$ cat src/rtl/seq_detect_1011.sv
// seq_detect_1011: Moore detector for the serial pattern 1011 with a saturating match counter.
// Revision 1.0 - initial release.
`default_nettype none

module seq_detect_1011 #(
  parameter int CNT_W   = 8,
  parameter bit OVERLAP = 1'b1
) (
  input  logic             CLK,
  input  logic             RST,
  input  logic             EN,
  input  logic             D,
  input  logic             CNT_CLR,
  output logic             MATCH,
  output logic [CNT_W-1:0] COUNT,
  output logic [2:0]       STATE
);

  typedef enum logic [2:0] {
    S0    = 3'd0,
    S1    = 3'd1,
    S10   = 3'd2,
    S101  = 3'd3,
    S1011 = 3'd4
  } state_t;

  localparam logic [CNT_W-1:0] CNT_MAX = {CNT_W{1'b1}};
  localparam logic [CNT_W-1:0] CNT_ONE = {{(CNT_W-1){1'b0}}, 1'b1};

  state_t state;
  state_t state_nxt;
  logic   hit;

  always_comb begin
    state_nxt = state;
    case (state)
      S0:    if (EN) state_nxt = D ? S1 : S0;
      S1:    if (EN) state_nxt = D ? S1 : S10;
      S10:   if (EN) state_nxt = D ? S101 : S0;
      S101:  if (EN) state_nxt = D ? S1011 : S10;
      S1011: if (EN) state_nxt = D ? S1 : (OVERLAP ? S10 : S0);
      // Unreachable codes recover without waiting for a valid bit.
      default: state_nxt = S0;
    endcase
  end

  // S1011 cannot follow itself, so reaching it on a valid bit is a new match.
  assign hit = EN && (state_nxt == S1011);

  always_ff @(posedge CLK) begin
    if (RST) begin
      state <= S0;
      MATCH <= 1'b0;
      COUNT <= '0;
    end else begin
      state <= state_nxt;
      MATCH <= (state_nxt == S1011);
      if (CNT_CLR) begin
        COUNT <= '0;
      end else if (hit && (COUNT != CNT_MAX)) begin
        COUNT <= COUNT + CNT_ONE;
      end
    end
  end

  assign STATE = state;

endmodule

`default_nettype wire
$ cat config.mk
export PLATFORM = sky130hd
export DESIGN_NAME = seq_detect_1011
export DESIGN_NICKNAME = d
export VERILOG_FILES = /design/src/rtl/seq_detect_1011.sv
export SDC_FILE = /design/constraint.sdc
export NUM_CORES = 1
export LEC_CHECK = 0
export BUFFER_PORTS_ARGS = -buffer_cell sky130_fd_sc_hd__clkbuf_2
export CORE_UTILIZATION = 28
export CTS_CLUSTER_SIZE = 14
export DETAILED_ROUTE_END_ITERATION = 10
export PLACE_DENSITY = 0.6
export SLEW_MARGIN = 5
export SYNTH_ARGS = -nofsm -noshare
export SYNTH_HDL_FRONTEND = slang
export SYNTH_SLANG_ARGS = --single-unit
$ cat constraint.sdc
create_clock -name CLK -period 4.48 [get_ports CLK]
set_clock_uncertainty 0.1 [all_clocks]
set_input_delay 1.344 -clock CLK [delete_from_list [all_inputs] [get_ports CLK]]
set_output_delay 1.344 -clock CLK [all_outputs]
set_load 0.02 [all_outputs]
# Word-level counts from Yosys, hierarchy flattened
# Cells that the tools add are included.
# Widths: inputs -> output; s select.
# totals
inputBits	5
wordCells	24
reg_bits	12
out_inout_bits	12
# op_classes
addsub	1
mux	9
n_reduce_logical	5
n_eq_ne	6
# op_table
operator	count
$mux 3	5
$pmux 3 s4	1
$add 8x1->8 const B	1
$ne 8x8->1 const B	1
$eq 3x2->1 const B	2
$eq 3x3->1 const B	2
$mux 2	2
$reduce_or 2->1	2
$eq 3x1->1 const B	1
$logic_not 3->1	1
$logic_and 1x1->1	2
$mux 1	1

# Depth between registers and ports, before layout
# Gate-level depths: netlist of run 1.
# depth
ltp_word	6
depth_mapped	5
depth_no_buf	5

# Worst setup path before layout of run 1
# Ideal clock, no wire load.
# synth_path
kind	input-to-reg
from	in D
to	reg COUNT[7]
setup_slack_ps	1976
arrival_ps	2334
required_ps	4310
path_stages	4
path_buffers	0
setup_time_ps	70
cell_sequence	and4b_2 > nand4_4 > or4_1 > a21oi_1
# synth_between
elab_chain_cells	6
word_cells_on_any_way	12
classes_between	eq/ne: 1; mux: 9; reduce/logical: 2
# synth_rtl
element	line	text
from (decl)	12	input logic D,
$mux 2, or another cell as far along	38, 41	
$mux 3 (on tied branches)	--	
$pmux 3 s4 *	36	case (state)
$eq 3x3->1 *	48	assign hit = EN && (state_nxt == S1011);
$logic_and 1x1->1 *	48	
$logic_and 1x1->1 *	60	end else if (hit && (COUNT != CNT_MAX)) begin
to (signal assigned)	61	COUNT <= COUNT + CNT_ONE;
to (decl)	15	output logic [CNT_W-1:0] COUNT,
# Every way passes the cells marked *; elsewhere a longest branch is shown, timed or not.
# A chain may end at the register's enable or synchronous reset.

# Worst setup path after layout of run 1
# layout_path
from	reg state[0], in the netlist STATE[0]
to	out STATE[0]
# layout_rtl
element	line	text
from (decl)	30	state_t state;
from (signal assigned)	56	state <= state_nxt;
to (decl)	16	output logic [2:0] STATE
# No word-level cell between the ends.

==> summary.md, run 1 <==
| Metric | Value |
|---|---|
| Status | complete, no violations |
| Non-Filler Instances | 111 |
| Slew HR | 0.745 |
| I/O Pins | 17 |
| Pin count of the biggest net entering global routing | 12 |
| Vias in the first global route | 456 |
| Crit path required time | 3040 ps |
| DRT Wirelength | 1.15 mm |
| CTS H-Tree Depth | 1 |
| DR iter-0 viols | 3 |
| Total core area | 1940 sq um |
| # diodes | 0 |
| Complex-gate fraction of the synthesized area | 0.174 |
| CTS sink cnt | 12 |
| Critical path cell sequence | clkbuf_2 |
| Cell family with most CP delay | flip-flops |
| Asr flop ratio synth | 0 |
| Final ANT Viol Nets | 0 |
| Worst path arrival time | 1070 ps |
| Syn Area/Cell | 8.72 sq um |
| Max Root-Sink Buffers | 2 |
| Max-slew violation count | 0 |
| DP HPWL | 838 microns |
| Drt first pass iters | 3 |
| Met1 WL | 573 microns |
| Global-route wire length before repair | 1.97 mm |
| Synthesized area | 576 sq um |
| Fin crit period | 2510 ps |
| Die H | 47.3 microns |
| Post-Synth Simple-Gate Area | 0.280 |
| CTS Buf Count | 3 |
| CP startpoint kind | flip-flop |
| Worst Setup End Kind | output pin |
| RSZ-0062 raised after global routing | false |
| Slowest stage delay, CP | 560 ps |
| Final hold vios | 0 |
| Vias per inst | 4.79 |
| Post-Synthesis Cells | 66 |
| Post-CTS Setup Bufs | 0 |
| Initial antenna violation count | 0 |
| Ys flop type | dfxtp_1 |
| # rows | 16 |
| CP Max Fanout | 11 |
| VDD IR max | 0.109 mV |
| Post-Synth XOR/XNOR Area | 0.0304 |
| Worst hold slack | 403 ps |
| Synth warn | 0 |
| Die width | 47.3 microns |
| Pwr per Cell Area | 288 nW/um^2 |
| Hold Buf Count CTS | 0 |
| Dpl cells | 107 |
| Buffers added on ports | 16 |
| Leak | 0.288 nW |
| Total negative setup slack | 0 ps |
| CTS resizes | 0 |
| Clk slew on worst S/H paths | 80 ps |
| Seq/Total Area, Yosys | 0.417 |
| Root Buffer | clkbuf_4 |
| CTS tree | built |
| Syn_nets | 72 |
| Vias | 532 |
| Synth Area in Adders | 0.0217 |
| Post-synth cell types | 26 |
| Initial Utilization | 0.296 |
| Met3 WL | 41 microns |
| Remaining Overflow, GRT | 0 |
| Die area | 2240 sq um |
| Post-synthesis register bit count | 12 |
| GPL Wtd Cong | 0.762 |
| Worst-margin pin slew | 382 ps |
| Peak Freq | 398 MHz |
| Routed length per placed instance | 10.4 microns |
| MaxCap Viol Count | 0 |
| Critical path type | flip-flop to output pin |
| Fin nets | 91 |
| GRT Resource Usage Total | 0.125 |
| Final setup viols | 0 |
| Worst path buffer plus inverter count | 1 |
| Worst-Skew Late Latency | 280 ps |
| Share of cells above drive strength 1 | 0.286 |
| DR DRC count | 0 |
| CP max-delay cell | dfxtp_1 |
| Area grow syn2layout | 24.6% |
| Mux cell area share after synthesis | 0.0543 |
| Worst hold-check path type | flip-flop to flip-flop |
| Post-synth EDFFs | 0 |
| DR WL met2 | 517 microns |
| Largest family of logic cells by synthesized area | simple AND/OR/NAND/NOR gates |
| Period utilization | 0.561 |
| Top sig layer | met4 |
-- where the power goes --
part	total, W	leakage, nW	internal, W	switching (W)
clock	0.0000886	0.0210	0.0000494	0.0000392
combinational	0.00000915	0.170	0.00000374	0.00000541
sequential	0.000109	0.0968	0.000107	0.00000175
total	0.000207	0.288	0.000160	0.0000464
-- stage by stage --
step / instance area, sq um / total power [W] / worst slack, ps / utilization
finish: 717 / 0.000207 / 1970 / 0.369
global route: 717 / 0.000214 / 1880 / 0.369
CTS: 717 / 0.000209 / 1940 / 0.369
detailed placement: 681 / 0.000121 / 1760 / 0.351
global placement: 681 / 0.000121 / 1800 / 0.351
floorplan: 576 / 0.000117 / 1980 / -
-- cells by family after synthesis --
logic type / after synthesis
simple gates: 28
compound gates: 17
flops: 12
buf+inv: 3
mux: 3
xor+xnor: 2
fa+ha+maj: 1
-- layout by cell type, fill, tap and decap left out, drive strengths merged --
cell type | netlist | layout
a21oi | 8 | 8
a32oi | 1 | 1
and3 | 2 | 2
and4b | 1 | 1
clkbuf | 0 | 20
dfxtp | 12 | 12
ha | 1 | 1
inv | 1 | 1
mux2 | 1 | 1
mux2i | 2 | 2
nand2 | 6 | 6
nand3 | 3 | 3
nand3b | 1 | 1
nand4 | 2 | 2
nor2 | 7 | 7
nor2b | 1 | 1
o2111ai | 1 | 1
o211ai | 2 | 2
o21ai | 4 | 4
o31ai | 1 | 1
or2 | 1 | 1
or3 | 3 | 3
or4 | 1 | 1
xor2 | 2 | 2
-- cells in the mapped netlist (2+ instances only) --
cell | number | area share
mux2i_1 | 2 | 0.035
o211ai_1 | 2 | 0.026
o21ai_0 | 4 | 0.035
nor2_1 | 7 | 0.046
a21oi_1 | 8 | 0.070
or3_1 | 3 | 0.033
dfxtp_1 | 12 | 0.42
nand2_1 | 6 | 0.039
xor2_1 | 2 | 0.030
and3_1 | 2 | 0.022
nand3_1 | 3 | 0.026
-- final cells by class --
type	count	area, sq um
clock buffer	4	36.3
fill	215	1220
inverter	1	3.75
multi-input combinational	51	323
sequential	12	240
tap	27	33.8
timing repair buffer	16	80.1
-- worst paths after layout --
| check | from | endpoint | slack (ps) | cells after the start |
|---|---|---|---|---|
| worst max-delay path | STATE[0]$_SDFF_PP0_ | STATE[0] | 1970 | 1 |
| worst min register to register | COUNT[7]$_SDFFE_PP0P_ | COUNT[7]$_SDFFE_PP0P_ | 400 | 2 |
| worst max register to register | COUNT[0]$_SDFFE_PP0P_ | COUNT[1]$_SDFFE_PP0P_ | 2700 | 5 |
| worst min-delay path | COUNT[7]$_SDFFE_PP0P_ | COUNT[7]$_SDFFE_PP0P_ | 400 | 2 |
-- state kept, by name (all words and copies together), names as in the netlist --
register	count
MATCH	1
COUNT	8
STATE	3
-- routing by layer --
metal	up-vias	track usage
met5	-	0
li1	281	-
met1	238	0.181
met4	0	0.0857
met2	11	0.167
met3	2	0.0154
(Power assumes the default switching activity.)
==> run 2: changes to the inputs <==
- ABC_AREA: unset -> 1
- clock period: 4.48 -> 2.31 ns (I/O delays scaled with it)
==> run 2 against run 1 <==
Synthesized area rose by 17%. Synthesized cell count is 45% higher. Count of clock-buffer cells in the layout shrank 1. Worst setup slack lost 1400 ps. Core utilization down 0.56 points. Design area up 13%. Die area increased by 16%. Power grew 76%. Via count rose by 23%. Worst hold slack better by 19 ps. Critical path type unchanged. Highest routed layer unchanged.
==> summary.md, run 2 <==
| Metric | Value |
|---|---|
| Status | complete, no violations |
| CTS H-Tree Depth | 1 (unchanged) |
| DR DRC count | 0 (unchanged) |
| CTS Buf Count | 3 (unchanged) |
| Fin crit period | 1760 ps |
| RSZ-0062 raised after global routing | false |
| Vias in the first global route | 564 (+24%) |
| Pwr per Cell Area | 449 nW/um^2 (+56%) |
| GPL Wtd Cong | 0.817 (+7.2%) |
| Most frequent cells in the layout | nand2_1 (22), nor2_1 (17), clkbuf_2 (16), dfxtp_1 (12), inv_1 (10) |
| Critical path type | flip-flop to output pin |
| Worst hold slack | 422 ps (+18.6 ps) |
| Worst path buffer plus inverter count | 1 (unchanged) |
| Synth warn | 0 (unchanged) |
| Die area | 2610 sq um (+16%) |
| Pin count of the biggest net entering global routing | 9 (-3) |
| Drt first pass iters | 4 (+1) |
| CP max-delay cell | dfxtp_1 |
| CP startpoint kind | flip-flop |
| Worst path arrival time | 970 ps (-100 ps) |
| Fin nets | 123 (+35%) |
| Peak Freq | 568 MHz |
| Initial Utilization | 0.302 (+0.00557) |
| Total core area | 2230 sq um (+15%) |
| Die width | 51.1 microns (+7.9%) |
| Total negative setup slack | 0 ps (unchanged) |
| I/O Pins | 17 (unchanged) |
| Hold Buf Count CTS | 0 (unchanged) |
| Post-synth top cells | nand2_1 (22), nor2_1 (17), dfxtp_1 (12) |
| Max Root-Sink Buffers | 2 (unchanged) |
| Critical path cell sequence | clkbuf_2 |
| DR iter-0 viols | 19 (+16) |
| MaxCap Viol Count | 0 (unchanged) |
| Crit path required time | 1520 ps (-1520 ps) |
| Remaining Overflow, GRT | 0 (unchanged) |
| Finished Cell Area | 812 sq um (+13%) |
| Post-synth top area share | 0.356 (-0.0612) |
| Vias per inst | 4.58 (-4.4%) |
| Fill cell count | 259 (+20%) |
| Synthesized area | 674 sq um (+17%) |
| Initial antenna violation count | 0 (unchanged) |
| Final hold vios | 0 (unchanged) |
| Clk slew on worst S/H paths | 70 ps (about the same) |
| Syn Area/Cell | 7.02 sq um (-19%) |
| Period utilization | 0.762 |
| Post-synthesis register bit count | 12 (unchanged) |
| Post-CTS Setup Bufs | 0 (unchanged) |
| GRT Resource Usage Total | 0.114 (-0.0109) |
| Worst-margin pin slew | 270 ps (-112 ps) |
| Final ANT Viol Nets | 0 (unchanged) |
| Slowest stage delay, CP | 480 ps (-80 ps) |
| CP Max Fanout | 6 (-5) |
| Syn_nets | 102 (+42%) |
| Share of cells above drive strength 1 | 0.278 (-0.00745) |
| Post-Place Cell Area | 790 sq um (+16%) |
| Area contributors post-synth | dfxtp_1 (36%), nand2_1 (12%), nor2_1 (9.5%) |
| Leak | 0.343 nW (+19%) |
| CTS tree | built |
| Slew HR | 0.819 (+0.0741) |
| # rows | 17 (+1) |
| # diodes | 0 (unchanged) |
| WHS Path Cells | 2 (unchanged) |
| Worst-Skew Late Latency | 270 ps (about the same) |
| Final setup viols | 0 (unchanged) |
| Post-synth EDFFs | 0 (unchanged) |
| End-of-flow core utilization | 0.364 (-0.00562) |
| Most common cell after layout, fill and taps aside | nand2_1 |
| CTS sink cnt | 12 (unchanged) |
| Post-synth top area cell | dfxtp_1 |
| Seq/Total Area, Yosys | 0.356 (-0.0612) |
| Post-synth cell types | 21 (-19%) |
| CTS resizes | 0 (unchanged) |
| Die H | 51.1 microns (+7.9%) |
| Asr flop ratio synth | 0 (unchanged) |
| Worst Setup End Kind | output pin |
| Post-Synthesis Cells | 96 (+45%) |
| Most numerous cell in the Yosys netlist | nand2_1 |
| Routed length per placed instance | 9.71 microns (-6.2%) |
| WP depth | 1 (unchanged) |
| VDD IR max | 0.413 mV (+280%) |
| Vias | 655 (+23%) |
| DP HPWL | 1.08 mm (+29%) |
| Max reg flops | 8 (unchanged) |
| FF-to-FF path depth | 9 (+4) |
| Max-slew violation count | 0 (unchanged) |
| Biggest register | COUNT |
| Area grow syn2layout | 20.4% |
| Ys flop type | dfxtp_1 |
| DRT Wirelength | 1.39 mm (+21%) |
| Overall power | 0.000365 W (+76%) |
| Worst hold-check path type | flip-flop to flip-flop |
| Root Buffer | clkbuf_4 |
| Global-route wire length before repair | 2.26 mm (+15%) |
| Buffers added on ports | 16 (unchanged) |
| Cell family with most CP delay | flip-flops |
==> run 2: cell count changes after synthesis, sizes merged, moves of 2 or more <==
cell	change
and3	-2
buf	-2
inv	+11
nand2	+23
nor2	+11
o211ai	-2
mux2i	-2
nor3	+2
or3	-3
==> run 2: worst reg2reg max path, delay by kind of cell (launching register included) <==
kind | cells | cell delay [ps]
flops | 1 | 400
fa+ha+maj | 1 | 260
buf+inv | 2 | 150
simple gates | 6 | 490
==> run 2: worst paths after layout <==
kind	from	to	slack (ps)
setup / recovery	COUNT[2]$_SDFFE_PP0P_	COUNT[2]	550
hold / removal	COUNT[1]$_SDFFE_PP0P_	COUNT[1]$_SDFFE_PP0P_	420
setup reg to reg	COUNT[0]$_SDFFE_PP0P_	COUNT[0]$_SDFFE_PP0P_	850
hold reg to reg	COUNT[1]$_SDFFE_PP0P_	COUNT[1]$_SDFFE_PP0P_	420
==> run 2: final cells by class <==
class / instances / area (sq um) / area share
clock buffers: 3 / 22.5 / 0.0277
inverters: 12 / 50.0 / 0.0616
multi-input cells: 72 / 384 / 0.473
flip-flops and latches: 12 / 240 / 0.296
well taps: 28 / 35.0 / 0.0431
repair buffers: 16 / 80.1 / 0.0986
==> run 2: logic make-up after synthesis <==
logic type	count (synthesis)	share of synthesized area
simple gates	55	0.408
compound gates	14	0.117
buf+inv	12	0.0742
flops	12	0.356
xor+xnor	2	0.0260
fa+ha+maj	1	0.0185
==> run 2: stage by stage <==
| stage | instances | setup slack, ps |
|---|---|---|
| final | 143 | 551 |
| after global placement | 140 | 643 |
| after CTS | 143 | 550 |
| after floorplan | 96 | 854 |
| after global routing | 143 | 512 |
| after detailed placement | 140 | 605 |
==> run 2: per-layer routing <==
layer,vias to the layer above,track usage,share of wire
li1,346,-,-
met1,286,0.144,0.50
met2,21,0.178,0.44
met3,2,0.0446,0.049
met4,0,0.0278,0.0043
met5,-,0,0
==> run 2: where the power goes <==
group          switching (W)   total, W  internal [W]
sequential        0.00000390   0.000213      0.000209
combinational      0.0000173  0.0000263    0.00000897
clock              0.0000656   0.000126     0.0000602
==> run 3: changes to the inputs <==
- ABC_AREA: 1 -> 0
- PLACE_DENSITY: 0.6 -> 0.61
- clock period: 2.31 -> 1.4 ns (I/O delays scaled with it)
==> run 3 against run 2 <==
The run now ends with setup timing left. Sequential share of layout area down 7.1 points. Critical endpoint is now COUNT[3]$_SDFFE_PP0P_. Power is 86% higher. Register-to-register slack got worse by 1100 ps. Combinational power increased by 100%. Count of clock-buffer cells in the layout up 1. Non-clock buffer count is 36 higher. Global-route usage rose by 6.6 points. Largest cell class is now buffers. Critical path depth rose by 6. Largest power group unchanged. Clock power is 130% higher.
==> summary.md, run 3 (same netlist as run 1, synthesis figures left out) <==
| Metric | Value |
|---|---|
| Pwr per Cell Area | 580 nW/um^2 (+29%) |
| Fin nets | 127 (+3.3%) |
| Fin crit period | 1630 ps |
| Worst R2R Start | COUNT[1]$_SDFFE_PP0P_ |
| Setup ws final | -230 ps (-780 ps) |
| CP startpoint kind | flip-flop |
| Die width | 47.3 microns (-7.3%) |
| Leak | 0.504 nW (+47%) |
| Most common cell after layout, fill and taps aside | buf_4 |
| I/O Pins | 17 (unchanged) |
| Final ANT Viol Nets | 0 (unchanged) |
| Worst reg-to-reg setup slack | -230 ps (-1080 ps) |
| Most used routing layer | met2 |
| Pin count of the biggest net entering global routing | 9 (unchanged) |
| Hold Buf Count CTS | 0 (unchanged) |
| Worst path arrival time | 1750 ps (+780 ps) |
| Worst Hold End | STATE[2]$_SDFF_PP0_ |
| Non-Filler Instances | 147 (+2.8%) |
| CP Max Fanout | 2 (-4) |
| Worst-Skew Late Latency | 280 ps (about the same) |
| Worst hold slack | 240 ps (-181 ps) |
| # diodes | 0 (unchanged) |
| Violated checks | setup timing |
| Buffers added on ports | 16 (unchanged) |
| Initial antenna violation count | 0 (unchanged) |
| Vias per inst | 4.61 (+0.69%) |
| Crit path required time | 1520 ps (about the same) |
| MaxCap Viol Count | 0 (unchanged) |
| Routed length per placed instance | 11.8 microns (+21%) |
| Critical path type | flip-flop to flip-flop |
| Most frequent cells in the layout | buf_4 (25), buf_6 (11), buf_8 (8), nor2_1 (7), a21oi_1 (7) |
| Overall power | 0.000677 W (+86%) |
| Fill cell count | 183 (-29%) |
| WHS Path Cells | 2 (unchanged) |
| Final hold vios | 0 (unchanged) |
| Worst path buffer plus inverter count | 2 (+1) |
| CTS Buf Count | 3 (unchanged) |
| Worst Setup End Kind | flip-flop |
| Period utilization | 1.16 |
| CTS sink cnt | 12 (unchanged) |
| Total core area | 1940 sq um (-13%) |
| Critical path cell sequence | ha_4 > nand4_1 > buf_4 > o211ai_1 > buf_4 > or3_4 > a21oi_2 |
| Slowest stage delay, CP | 360 ps (-120 ps) |
| CP max-delay cell | dfxtp_4 |
| GRT Resource Usage Total | 0.180 (+0.0664) |
| Worst-margin pin slew | 261 ps (-9.37 ps) |
| Max-slew violation count | 0 (unchanged) |
| DR iter-0 viols | 3 (-16) |
| Dpl cells | 124 (-11%) |
| Die area | 2240 sq um (-14%) |
| Area grow syn2layout | 103% |
| Status | finished with violations |
| Root Buffer | clkbuf_4 |
| Max Root-Sink Buffers | 2 (unchanged) |
| Cell family with most CP delay | simple AND/OR/NAND/NOR gates |
| Peak Freq | 614 MHz |
| GRT met3 Usage | 0.0731 (+0.0284) |
| Met2 Use GR | 0.334 (+0.157) |
| Worst hold-check path type | input pin to flip-flop |
| M1 GR Usage | 0.176 (+0.0315) |
| Drt first pass iters | 4 (unchanged) |
| DP HPWL | 1.14 mm (+6.0%) |
| FF-to-FF path depth | 7 (-2) |
| Initial Utilization | 0.296 (-0.00557) |
| Die H | 47.3 microns (-7.3%) |
| Remaining Overflow, GRT | 0 (unchanged) |
| CTS tree | built |
| Reg-to-Reg End | COUNT[3]$_SDFFE_PP0P_ |
| Most frequent CP cell | buf_4 |
| Slew HR | 0.825 (+0.00615) |
| Max reg flops | 8 (unchanged) |
| CTS H-Tree Depth | 1 (unchanged) |
| Global-route wire length before repair | 2.75 mm (+22%) |
| # rows | 16 (-1) |
| Vias in the first global route | 711 (+26%) |
| DRT Wirelength | 1.73 mm (+24%) |
| Biggest register | COUNT |
| Clk slew on worst S/H paths | 80 ps (about the same) |
| Place WS | -295 ps (-900 ps) |
| End-of-flow core utilization | 0.602 (+0.238) |
| DR DRC count | 0 (unchanged) |
| RSZ-0062 raised after global routing | true |
| GPL Wtd Cong | 0.847 (+3.7%) |
| Vias | 678 (+3.5%) |
| VDD IR max | 0.484 mV (+17%) |
| Min-delay src | RST |
| Share of cells above drive strength 1 | 0.625 (+0.347) |
| Final setup viols | 10 (+10) |
[run 3: cell count changes in the layout (fill, tap and decap cells not counted), moves of 9 or more]
cell      change
nor2_1       -10
buf_4        +25
inv_1         -9
dfxtp_1      -10
nand2_1      -16
buf_6        +11
clkbuf_2     -10
[run 3: layer usage]
layer / up-vias / wire length [microns] / part of all wire
li1: 347 / - / -
met1: 312 / 664 / 0.38
met2: 17 / 974 / 0.56
met3: 2 / 73 / 0.042
met4: 0 / 15 / 0.0087
met5: - / 0 / 0
[run 3: area by class of cell]
type	instances	area, sq um	share of cell area
tap	27	33.8	0.0289
clock buffer	4	36.3	0.0310
multi-input combinational	51	355	0.304
inverter	1	3.75	0.00321
sequential	12	263	0.225
timing repair buffer	52	477	0.408
[run 3: how the worst max path moves through the flow]
| stage | startpoint | endpoint | slack (ps) | cells after the start |
|---|---|---|---|---|
| after floorplan | COUNT[1]$_SDFFE_PP0P_ | COUNT[1]$_SDFFE_PP0P_ | -170 | 5 |
| after global placement | D | COUNT[7]$_SDFFE_PP0P_ | -270 | 5 |
| after detailed placement | D | COUNT[7]$_SDFFE_PP0P_ | -300 | 5 |
| after CTS | COUNT[1]$_SDFFE_PP0P_ | COUNT[5]$_SDFFE_PP0P_ | -200 | 7 |
| after global routing | COUNT[1]$_SDFFE_PP0P_ | COUNT[3]$_SDFFE_PP0P_ | -300 | 7 |
| final | COUNT[1]$_SDFFE_PP0P_ | COUNT[3]$_SDFFE_PP0P_ | -230 | 7 |
[run 3: where the power goes]
group / switching [W] / internal (W) / total (W)
registers: 0.00000194 / 0.000337 / 0.000338
logic: 0.0000264 / 0.0000272 / 0.0000536
clock network: 0.000127 / 0.000159 / 0.000285
total: 0.000155 / 0.000522 / 0.000677
[run 3: through the flow]
stage	TNS, ps	area, sq um
after floorplan	-633	607
after global placement	-1340	837
after detailed placement	-1480	837
after CTS	-1290	1080
after global routing	-2010	1170
final	-1380	1170
[run 3: repair_timing]
item	CTS	global route
buffers inserted	12	10
endpoints found under the setup margin	17	18
pin swaps	9	11
hold endpoints to repair	0	0
gates cloned	0	0
resized for setup	29	18
